<file path="config.mk">
export PLATFORM = sky130hd
export DESIGN_NAME = fetch_unit_squash_flat
export DESIGN_NICKNAME = d
export VERILOG_FILES = /design/src/rtl/fetch_unit_squash_pkg.sv /design/src/rtl/fetch_unit_squash_if.sv /design/src/rtl/fetch_unit_squash_pc_queue.sv /design/src/rtl/fetch_unit_squash.sv /design/src/flat_wrapper.sv
export SDC_FILE = /design/constraint.sdc
export NUM_CORES = 1
export LEC_CHECK = 0
export CAP_MARGIN = 20
export CORE_UTILIZATION = 49
export CTS_BUF_LIST = sky130_fd_sc_hd__clkbuf_4 sky130_fd_sc_hd__clkbuf_8 sky130_fd_sc_hd__clkbuf_16
export CTS_CLUSTER_DIAMETER = 60
export CTS_CLUSTER_SIZE = 12
export DETAILED_ROUTE_END_ITERATION = 6
export PLACE_DENSITY = 0.86
export SYNTH_ARGS = -nofsm -noshare
export SYNTH_HDL_FRONTEND = slang
export SYNTH_SLANG_ARGS = --single-unit
</file>
<file path="constraint.sdc">
create_clock -name clk -period 6.4 [get_ports clk]
set_input_delay 1.28 -clock clk [delete_from_list [all_inputs] [get_ports clk]]
set_output_delay 1.28 -clock clk [all_outputs]
set_load 0.02 [all_outputs]
</file>
<file path="src/rtl/fetch_unit_squash_pkg.sv">
// Shared fetch definitions: reset PC, sequence-number width and instruction size.
package fetch_unit_squash_pkg;
    localparam logic [31:0] RST_ADDR     = 32'h200;
    localparam int          SEQ_NUM_BITS = 5;
    localparam int          INST_BYTES   = 4;
endpackage

</file>
<file path="src/rtl/fetch_unit_squash_if.sv">
// Fetch-stage channels: I-mem request/response, F->D instruction, and squash from decode.
interface fetch_unit_squash_if
    import fetch_unit_squash_pkg::*;
#(
    parameter int p_seq_num_bits = SEQ_NUM_BITS
);
    logic                      mem_req_val;
    logic                      mem_req_rdy;
    logic [31:0]               mem_req_addr;
    logic                      mem_resp_val;
    logic                      mem_resp_rdy;
    logic [31:0]               mem_resp_data;
    logic                      F_val;
    logic                      F_rdy;
    logic [31:0]               F_inst;
    logic [31:0]               F_pc;
    logic [p_seq_num_bits-1:0] F_seq_num;
    logic                      squash_val;
    logic [31:0]               squash_target;
    logic [p_seq_num_bits-1:0] squash_seq_num;

    // master is the fetch unit, slave is the memory/decode environment
    modport master (
        output mem_req_val, mem_req_addr, mem_resp_rdy, F_val, F_inst, F_pc, F_seq_num,
        input  mem_req_rdy, mem_resp_val, mem_resp_data, F_rdy,
               squash_val, squash_target, squash_seq_num
    );
    modport slave (
        input  mem_req_val, mem_req_addr, mem_resp_rdy, F_val, F_inst, F_pc, F_seq_num,
        output mem_req_rdy, mem_resp_val, mem_resp_data, F_rdy,
               squash_val, squash_target, squash_seq_num
    );
endinterface

</file>
<file path="src/rtl/fetch_unit_squash_pc_queue.sv">
// In-order FIFO of issued fetch PCs; head is the PC of the oldest outstanding request.
// Zero-latency head, no internal backpressure: caller never pushes when full or pops when empty.
module fetch_pc_queue #(
    parameter int p_depth = 2,
    parameter int p_width = 32
) (
    input  logic               clk,
    input  logic               rst,
    input  logic               push,
    input  logic [p_width-1:0] push_dat,
    input  logic               pop,
    output logic [p_width-1:0] head_dat,
    output logic               full,
    output logic               empty
);
    localparam int PTR_W = (p_depth > 1) ? $clog2(p_depth) : 1;
    localparam int CNT_W = $clog2(p_depth + 1);

    logic [p_width-1:0] mem [p_depth];
    logic [PTR_W-1:0]   wr_ptr;
    logic [PTR_W-1:0]   rd_ptr;
    logic [CNT_W-1:0]   count;

    function automatic logic [PTR_W-1:0] next_ptr(input logic [PTR_W-1:0] p);
        return (p == PTR_W'(p_depth - 1)) ? '0 : p + PTR_W'(1);
    endfunction

    always_ff @(posedge clk or posedge rst) begin
        if (rst) begin
            wr_ptr <= '0;
            rd_ptr <= '0;
            count  <= '0;
        end else begin
            if (push) wr_ptr <= next_ptr(wr_ptr);
            if (pop)  rd_ptr <= next_ptr(rd_ptr);
            count <= count + CNT_W'(push) - CNT_W'(pop);
        end
    end

    always_ff @(posedge clk) begin
        if (push) mem[wr_ptr] <= push_dat;
    end

    assign head_dat = mem[rd_ptr];
    assign full     = (count == CNT_W'(p_depth));
    assign empty    = (count == '0);
endmodule

</file>
<file path="src/rtl/fetch_unit_squash.sv">
// In-order fetch with squash redirect; responses pass combinationally to decode (0 cycles).
// Requests stop at p_max_in_flight outstanding; F_rdy backpressures memory except while draining stale responses.
module fetch_unit_squash
    import fetch_unit_squash_pkg::*;
#(
    parameter logic [31:0] p_rst_addr      = RST_ADDR,
    parameter int          p_seq_num_bits  = SEQ_NUM_BITS,
    parameter int          p_max_in_flight = 2
) (
    input  logic                clk,
    input  logic                rst,
    fetch_unit_squash_if.master io
);
    localparam int               CNT_W   = $clog2(p_max_in_flight + 1);
    localparam logic [CNT_W-1:0] MAX_CNT = CNT_W'(p_max_in_flight);

    logic [31:0]               pc;
    logic [CNT_W-1:0]          in_flight;
    logic [CNT_W-1:0]          drop_cnt;
    logic [p_seq_num_bits-1:0] seq;
    logic [31:0]               q_head;
    logic                      q_full;
    logic                      q_empty;
    logic                      fwd;
    logic                      req_xfer;
    logic                      resp_xfer;
    logic                      f_xfer;

    // Forward only when nothing stale is outstanding and no redirect is in progress
    always_comb begin
        fwd              = (drop_cnt == '0) && !io.squash_val;
        io.mem_req_val   = !rst && (in_flight < MAX_CNT) && !io.squash_val;
        io.mem_req_addr  = pc;
        io.F_val         = !rst && fwd && io.mem_resp_val;
        io.F_inst        = io.mem_resp_data;
        io.F_pc          = q_head;
        io.F_seq_num     = seq;
        io.mem_resp_rdy  = fwd ? io.F_rdy : 1'b1;
        req_xfer         = io.mem_req_val && io.mem_req_rdy;
        resp_xfer        = io.mem_resp_val && io.mem_resp_rdy;
        f_xfer           = io.F_val && io.F_rdy;
    end

    fetch_pc_queue #(
        .p_depth (p_max_in_flight),
        .p_width (32)
    ) u_pc_queue (
        .clk      (clk),
        .rst      (rst),
        .push     (req_xfer),
        .push_dat (pc),
        .pop      (resp_xfer),
        .head_dat (q_head),
        .full     (q_full),
        .empty    (q_empty)
    );

    always_ff @(posedge clk or posedge rst) begin
        if (rst) begin
            pc        <= p_rst_addr;
            in_flight <= '0;
            drop_cnt  <= '0;
            seq       <= '0;
        end else begin
            in_flight <= in_flight + CNT_W'(req_xfer) - CNT_W'(resp_xfer);
            if (io.squash_val) begin
                // Everything still outstanding after this cycle belongs to the old path
                pc       <= io.squash_target;
                seq      <= io.squash_seq_num + p_seq_num_bits'(1);
                drop_cnt <= in_flight - CNT_W'(resp_xfer);
            end else begin
                if (req_xfer) pc <= pc + 32'(INST_BYTES);
                if (f_xfer)   seq <= seq + p_seq_num_bits'(1);
                if (resp_xfer && (drop_cnt != '0)) drop_cnt <= drop_cnt - CNT_W'(1);
            end
        end
    end

    a_resp_needs_pending: assert property (@(posedge clk) disable iff (rst)
        io.mem_resp_val |-> !q_empty);
    a_no_push_when_full: assert property (@(posedge clk) disable iff (rst)
        req_xfer |-> !q_full);
endmodule

</file>
<file path="src/flat_wrapper.sv">
// flat-port wrapper written by rule: the top's interface ports become plain ports
module fetch_unit_squash_flat import fetch_unit_squash_pkg::*;
#(
    parameter logic [31:0] p_rst_addr      = RST_ADDR,
    parameter int          p_seq_num_bits  = SEQ_NUM_BITS,
    parameter int          p_max_in_flight = 2
)
  (clk, rst, io_mem_req_val, io_mem_req_addr, io_mem_resp_rdy, io_F_val, io_F_inst, io_F_pc, io_F_seq_num, io_mem_req_rdy, io_mem_resp_val, io_mem_resp_data, io_F_rdy, io_squash_val, io_squash_target, io_squash_seq_num);
  fetch_unit_squash_if #(.p_seq_num_bits(p_seq_num_bits)) io_i ();
  input  logic clk;
  input  logic rst;
  output wire logic [$bits(io_i.mem_req_val)-1:0] io_mem_req_val;
  output wire logic [$bits(io_i.mem_req_addr)-1:0] io_mem_req_addr;
  output wire logic [$bits(io_i.mem_resp_rdy)-1:0] io_mem_resp_rdy;
  output wire logic [$bits(io_i.F_val)-1:0] io_F_val;
  output wire logic [$bits(io_i.F_inst)-1:0] io_F_inst;
  output wire logic [$bits(io_i.F_pc)-1:0] io_F_pc;
  output wire logic [$bits(io_i.F_seq_num)-1:0] io_F_seq_num;
  input wire logic [$bits(io_i.mem_req_rdy)-1:0] io_mem_req_rdy;
  input wire logic [$bits(io_i.mem_resp_val)-1:0] io_mem_resp_val;
  input wire logic [$bits(io_i.mem_resp_data)-1:0] io_mem_resp_data;
  input wire logic [$bits(io_i.F_rdy)-1:0] io_F_rdy;
  input wire logic [$bits(io_i.squash_val)-1:0] io_squash_val;
  input wire logic [$bits(io_i.squash_target)-1:0] io_squash_target;
  input wire logic [$bits(io_i.squash_seq_num)-1:0] io_squash_seq_num;
  assign io_mem_req_val = io_i.mem_req_val;
  assign io_mem_req_addr = io_i.mem_req_addr;
  assign io_mem_resp_rdy = io_i.mem_resp_rdy;
  assign io_F_val = io_i.F_val;
  assign io_F_inst = io_i.F_inst;
  assign io_F_pc = io_i.F_pc;
  assign io_F_seq_num = io_i.F_seq_num;
  assign io_i.mem_req_rdy = io_mem_req_rdy;
  assign io_i.mem_resp_val = io_mem_resp_val;
  assign io_i.mem_resp_data = io_mem_resp_data;
  assign io_i.F_rdy = io_F_rdy;
  assign io_i.squash_val = io_squash_val;
  assign io_i.squash_target = io_squash_target;
  assign io_i.squash_seq_num = io_squash_seq_num;
  fetch_unit_squash #(.p_rst_addr(p_rst_addr), .p_seq_num_bits(p_seq_num_bits), .p_max_in_flight(p_max_in_flight)) u_core (.clk(clk), .rst(rst), .io(io_i));
endmodule
</file>
Word level (Yosys, flattened, before mapping)
Memories as Yosys holds them, arrays and structs flattened.
Index checks and enable logic that the tools add are counted.
Storage, ports and cells
  flip-flop bits (word level): 43
  memory bits (writable): 64
  bits of input ports: 75
  output and inout port bits: 104
  word-level logic and storage cells: 44
  memories kept: 1
Memory list
  u_core.u_pc_queue.mem: depth 2, bits a word 32, rd ports 1, clocked after Yosys merged registers in 0, wr ports 1, RTL line fetch_unit_squash_pc_queue.sv:19  | logic [p_width-1:0] mem [p_depth];
Cells by class
  add/sub/neg operators: 9
  order comparisons: 1
  mux-type cells: 11
  reduce and logical (&&, ||, !) cells: 16
Operator list (count)
  $mux 32: 2
  $add 32x3->32 const B: 1
  $add 5x1->5 const B: 2
  $mux 5: 2
  $logic_and 1x1->1: 9
  $reduce_bool 2->1: 4
  $mux 1: 5
  $mux 2: 2
  $sub 2x1->2: 2
  $add 1x1->1 const B: 2
  $add 2x1->2: 1
  $logic_not 1->1: 2
  $logic_not 2->1: 1
  $lt 2x2->1 const B: 1
  $sub 2x1->2 const B: 1

Logic depth before layout (Yosys ltp)
Gate-level depths: netlist (run 1).
  depth in word-level cells: 7
  mapped depth: 9
  depth with buffers taken out: 8

By module
Synthesis (run 1) repeated with hierarchy kept, for this count alone.
Second synthesis, totals
  cell total of the unflattened synthesis: 433
  area total of the unflattened synthesis: 5504.0 um^2
Modules (own cells, without submodules)
  fetch_unit_squash: times used 1, cells each 317, area each 2841.5 um^2, sequential area each 1027.2 um^2
  fetch_pc_queue: times used 1, cells each 116, area each 2662.6 um^2, sequential area each 2021.9 um^2

Worst setup path before layout (run 1)
OpenSTA, ideal clock, no wires.
  path type: input port to flip-flop
  start point: in rst
  end point: mem u_core.u_pc_queue.mem[0][0] (enable)
  library setup time: 0.421 ns
  arrival: 3.641 ns
  data required time: 5.979 ns
  setup slack: 2.338 ns
  cell stages on the path: 4
  buffers on the path: 1
  path through: inv_2 -> nand4b_4 -> clkbuf_1 -> nor2_1
On the way
  longest elaborated chain between the ends: 6
Ends and longest elaborated chain
  from (decl): RTL line flat_wrapper.sv:11  | input logic rst;
  $logic_not 1->1: RTL line fetch_unit_squash.sv:32  | io.mem_req_val = !rst && (in_flight < MAX_CNT) && !io.squash_val;
  $logic_and 1x1->1 (2 in a row): RTL line fetch_unit_squash.sv:32
  $logic_and 1x1->1: RTL line fetch_unit_squash.sv:39  | req_xfer = io.mem_req_val && io.mem_req_rdy;
  $mux 1: RTL line fetch_unit_squash_pc_queue.sv:41  | if (push) mem[wr_ptr] <= push_dat;
  $mux 1 (implied by the code): RTL line fetch_unit_squash_pc_queue.sv:41
  to (decl): RTL line fetch_unit_squash_pc_queue.sv:19
No other way between the ends.

Worst setup path after layout (run 1)
  start point: in io_mem_resp_val
  end point: out io_F_val
On the way
  longest elaborated chain between the ends: 1
Ends and longest elaborated chain
  from (decl): RTL line flat_wrapper.sv:20  | input wire logic [$bits(io_i.mem_resp_val)-1:0] io_mem_resp_val;
  $logic_and 1x1->1: RTL line fetch_unit_squash.sv:34  | io.F_val = !rst && fwd && io.mem_resp_val;
  to (decl): RTL line flat_wrapper.sv:15  | output wire logic [$bits(io_i.F_val)-1:0] io_F_val;
No other way between the ends.

==> reports/results.ini, run 1 <==
[status]
status = completed

[sta]
rsz0062_at_grt = false
hold_viol = 0
worst_pin_slew_ns = 0.989
tns_ns = 0
timing.final.crit_share_pct = 62.4
layout_setup_ws_ns = 2.41
finalWorstPathRequiredPeriod_ns = 3.99
finClkSkew_ns = 0.00997
setup_viol = 0
slew_violations = 0
clock.fmax_mhz = 251
slew_headroom_pct = 33.9
hold_ws_ns = 0.525

[clock_tree]
post-cts-setup-buffers = 0
clock_latency_ns = 0.38
cts_resized = 0
root_buffer = clkbuf_8
cts_buffers = 9
cts_tree = done
clock_path_buffers = 2
clock_sinks = 107
cts_hold_buffers = 0
clk_pin_slew_ns = 0.10
cts_max_level = 3

[worst_hold_path]
hold_path.class = flop to flop

[global_route]
antenna_found_initial = 0
grt_first_pass_wirelength_um = 18700
grt.overflow.total = 0
grt_max_degree = 47
grt_pass1_vias = 3595
track_usage_pct = 22.4

[synth]
netlist_top_cells_count = 64 x edfxtp_1, 47 x nand2_1, 42 x dfrtp_1, 37 x mux2_2, 32 x buf_4
yosysSeqAreaShare_pct = 59.1
yosysWarnings = 0
synth_area_leaders = edfxtp_1 38%, dfrtp_1 21%, mux2_2 8.2%
ys_async_sr_fraction_pct = 40.2
synth_cell_types = 56
syn_inst = 409
syn_nets = 488
synth_top_area_share_pct = 37.9
synth_ff_type = edfxtp_1
synth_top_area_cell = edfxtp_1
synth_seq_cells = 107
yosysMostFrequentCell = edfxtp_1
syn_area_per_cell_um2 = 12.4
syn_area_um2 = 5070
synth_edf_count = 64

[worst_setup_path]
cp-end-kind = output pin
path_common_cell = clkdlybuf4s50_1
cp_slowest_cell = clkdlybuf4s50_1
worstPathMaxFanout = 6
cp-start-kind = input pin
max_stage_delay_ns = 0.63
worstPathArrival_ns = 2.71
required_ns = 5.12
crit_type = input pin to output pin
crit_chain = clkdlybuf4s50_1 -> nand2_1 -> nor3_1 -> clkdlybuf4s50_1

[detailed_routing]
drtAntennaViolNets = 0
post-route-drc-count = 0
dr.pass1.iters = 4
initialDrtViolationCount = 236
vias_per_cell = 5.78
vias = 3634
drt-total-wl_um = 11700
wire_per_inst_um = 18.6

[floorplanning]
die_y_um = 104
ios = 179
die_w_um = 104
rows = 36
fp.dieArea_um2 = 10800
core-area_um2 = 9910
start_util_pct = 51.2

[layout]
multiInputGateArea_um2 = 1760
antenna_cells = 0
ff_latch_area_um2 = 3000
drive_above_1_share_pct = 14.5
finalInstanceArea_um2 = 6290
fin_nets = 570
areaGrowthSynthToFinish_pct = 24.0
nFillCells = 748

[place]
port_buffers = 114
place_congestion = 0.824
detailed_place.area_um2 = 6110
dp_hpwl_um = 8130
dp_slack_ns = 2.15

[power_and_ir_drop]
ir_worst_vdd_mv = 0.137
p_per_area_nw_per_um2 = 304
p_leak_nw = 2.28

[flow_run]
drv_cap = 0

## where the power goes
group          total, W  internal, W  switching, W  leakage [nW]
registers      0.000894     0.000813     0.0000807          1.10
logic          0.000642     0.000328      0.000314          1.09
clock network  0.000379     0.000144      0.000235        0.0900
total           0.00191      0.00129      0.000629          2.28
## critical path: cells and delay by family
| family | cells | cell delay [ns] |
|---|---|---|
| buffers and inverters | 2 | 1.19 |
| AND/OR/NAND/NOR | 2 | 0.24 |
## final cells by class
type	count	area share, %
inverters	5	0.318
well taps	133	2.65
clock inverters	7	0.835
multi-input cells	250	28.0
repair buffers	118	18.5
flip-flops and latches	107	47.7
clock buffers	9	1.97
## registers in the layout, indices dropped and copies added (netlist names)
register / flops
u_core.u_pc_queue.mem: 64
u_core.io.mem_req_addr: 32
u_core.io.F_seq_num: 5
u_core.drop_cnt: 2
u_core.in_flight: 2
u_core.u_pc_queue.rd_ptr: 1
u_core.u_pc_queue.wr_ptr: 1
## metal layers
| layer | routed length [µm] | share of wire, % | track usage (%) | up-vias |
|---|---|---|---|---|
| li1 | - | - | - | 1671 |
| met1 | 4630 | 40 | 28.0 | 1753 |
| met2 | 5800 | 50 | 36.4 | 155 |
| met3 | 687 | 5.9 | 3.08 | 55 |
| met4 | 554 | 4.7 | 15.0 | 0 |
| met5 | 0 | 0 | 0 | - |
## cells in the final DEF (no fill, tap or decap), types with 3 or more instances in the layout
cell type / instances
clkbuf_8: 9
xnor2_1: 8
nor3_1: 8
clkinv_2: 3
edfxtp_1: 64
nand4_1: 8
nor2_1: 17
o21ai_0: 15
dfrtp_1: 42
o211ai_1: 12
buf_4: 4
o311ai_1: 8
nand2b_1: 3
a21oi_1: 5
nand2_1: 47
xor2_1: 3
nand3_1: 17
mux2_2: 37
and3_1: 3
or3_1: 5
clkdlybuf4s50_1: 113
ha_1: 4
nor2b_1: 3
and2_1: 3
a221o_1: 8
## path summary, 6_finish.rpt
path | startpoint | to | slack, ns | depth (start not counted)
max | io_mem_resp_val | io_F_val | 2.41 | 4
min | u_core.io.mem_req_addr[1] | u_core.u_pc_queue.mem[0][1] | 0.53 | 0
max reg2reg | u_core.in_flight[1] | u_core.io.mem_req_addr[30] | 4.03 | 6
min reg2reg | u_core.io.mem_req_addr[1] | u_core.u_pc_queue.mem[0][1] | 0.53 | 0
max in group asynchronous | rst | u_core.io.mem_req_addr[19] | 4.49 | 3
min in group asynchronous | rst | u_core.io.mem_req_addr[0] | 1.49 | 3
## metrics by stage
stage	instances	power (W)	utilization, %
4_1_cts	629	0.00193	63.5
2_1_floorplan	409	0.00130	-
6_report	629	0.00191	63.5
3_3_place_gp	613	0.00153	61.7
5_1_grt	629	0.00200	63.5
3_5_place_dp	613	0.00155	61.7
## cell families (layout without fill, tap and decap cells)
group / count (synthesis) / count (layout) / share of synthesized area (%)
compound gates: 63 / 63 / 9.22
xor+xnor: 11 / 11 / 1.90
fa+ha+maj: 4 / 4 / 0.986
buf+inv: 52 / 139 / 6.29
mux: 38 / 38 / 8.41
simple gates: 134 / 134 / 14.1
flops: 107 / 107 / 59.1
(Power assumes the default switching activity.)
==> run 2: changes to the inputs <==
CORE_UTILIZATION = 41   (was 49)
PLACE_DENSITY = 0.77   (was 0.86)
clock period = 3.45 ns   (was 6.4 ns; I/O delays follow)
==> reports/results.ini, run 2 (synthesis gave the netlist of run 1 again) <==
[status]
status = completed

[place]
place_congestion = 0.783
dp_hpwl_um = 8290
dp_slack_ns = 0.549
port_buffers = 114

[flow_run]
drv_cap = 0

[layout]
fin_nets = 575
final_common_cell = clkdlybuf4s50_1
top_register = u_core.u_pc_queue.mem
most-common-layout-cells = 113 x clkdlybuf4s50_1, 64 x edfxtp_1, 47 x nand2_1
drive_above_1_share_pct = 15.4
areaGrowthSynthToFinish_pct = 28.2
largest_reg_flops = 64
antenna_cells = 0

[worst_setup_path]
cp-end-kind = output pin
path_common_cell = clkdlybuf4s50_1
r2r_setup_slack_ns = 1.30
crit_type = input pin to output pin
required_ns = 2.76
worstPathArrival_ns = 2.15
worstPathMaxFanout = 6
max_stage_delay_ns = 0.64
cp_slowest_cell = clkdlybuf4s50_1
crit_chain = clkdlybuf4s50_1 -> nand2_1 -> nor3_1 -> clkdlybuf4s50_1
cp-start-kind = input pin

[clock_tree]
clock_sinks = 107
cts_max_level = 3
cts_buffers = 9
clock_latency_ns = 0.34
clock_path_buffers = 2
cts_resized = 0
post-cts-setup-buffers = 0
clk_pin_slew_ns = 0.07
root_buffer = clkbuf_16
cts_hold_buffers = 0
cts_tree = done

[sta]
setup_viol = 0
slew_violations = 0
timing.final.crit_share_pct = 82.2
clock.fmax_mhz = 353
worst_pin_slew_ns = 0.656
layout_setup_ws_ns = 0.615
slew_headroom_pct = 56.3
hold_viol = 0
rsz0062_at_grt = false
finalWorstPathRequiredPeriod_ns = 2.84
finClkSkew_ns = 0.00416
tns_ns = 0

[power_and_ir_drop]
seqPwrFrac_pct = 42.3
clkPwrFrac_pct = 27.0
power.switching_w = 0.00120
switching_share_pct = 30.7
ir_worst_vdd_mv = 0.285
p_int_w = 0.00271
p_per_area_nw_per_um2 = 602
p_leak_nw = 2.36
comb_power_share_pct = 30.7

[floorplanning]
fp.dieArea_um2 = 12800
ios = 179
die_y_um = 113
rows = 40
start_util_pct = 42.1
die_w_um = 113
core-area_um2 = 12100

[detailed_routing]
vias = 3542
drtAntennaViolNets = 0
initialDrtViolationCount = 147
drt-total-wl_um = 11600
post-route-drc-count = 0
wire_per_inst_um = 17.4
vias_per_cell = 5.29
dr.pass1.iters = 4

[global_route]
track_usage_pct = 19.4
grt_first_pass_wirelength_um = 19000
grt.overflow.total = 0
antenna_found_initial = 0
grt_max_degree = 45
grt_pass1_vias = 3634

[worst_hold_path]
hold_path.class = flop to flop

==> run 2: area by class of cell <==
class / instances / area, µm²
fill: 1029 / 5560
timing repair buffer: 123 / 1200
clock buffer: 10 / 233
inverter: 5 / 20.0
sequential: 107 / 3000
multi-input combinational: 250 / 1760
tap: 168 / 210
clock inverter: 6 / 73.8
==> run 2: per-layer routing <==
layer / global-route usage, % / routed length, µm / share of wire [%]
met4: 7.37 / 201 / 1.7
met2: 33.5 / 5840 / 50
met3: 3.91 / 582 / 5.0
met1: 23.9 / 5010 / 43
met5: 0 / 0 / 0
==> run 2: power groups by stage <==
stage	clock network, W	logic [W]	registers (W)
floorplan	0	0.000703	0.00171
detailed placement	0	0.00121	0.00168
CTS	0.00108	0.00122	0.00166
global placement	0	0.00119	0.00167
global route	0.00113	0.00129	0.00168
finish	0.00106	0.00120	0.00165
==> run 2: critical path, delay by kind of cell <==
| family | cells | cell delay, ns |
|---|---|---|
| buffers and inverters | 2 | 1.21 |
| and+or+nand+nor | 2 | 0.24 |
==> run 2: final timing paths <==
check                                           from                          end  cells past startpoint
hold / removal             u_core.io.mem_req_addr[1]  u_core.u_pc_queue.mem[1][1]                      0
hold reg to reg            u_core.io.mem_req_addr[1]  u_core.u_pc_queue.mem[1][1]                      0
min in group asynchronous                        rst           u_core.drop_cnt[0]                      3
setup reg to reg           u_core.io.mem_req_addr[6]   u_core.io.mem_req_addr[29]                      5
setup / recovery                     io_mem_resp_val                     io_F_val                      4
max in group asynchronous                        rst   u_core.io.mem_req_addr[17]                      3
==> run 2: per-stage QoR <==
stage	hold WS [ns]	power (W)	instance area, µm²	util [%]	instances
2_1_floorplan	0.474	0.00241	5080	-	409
3_3_place_gp	0.477	0.00286	6200	51.4	653
3_5_place_dp	0.488	0.00290	6200	51.4	653
4_1_cts	0.506	0.00396	6500	53.9	669
5_1_grt	0.523	0.00409	6500	53.9	669
6_report	0.507	0.00391	6500	53.9	669
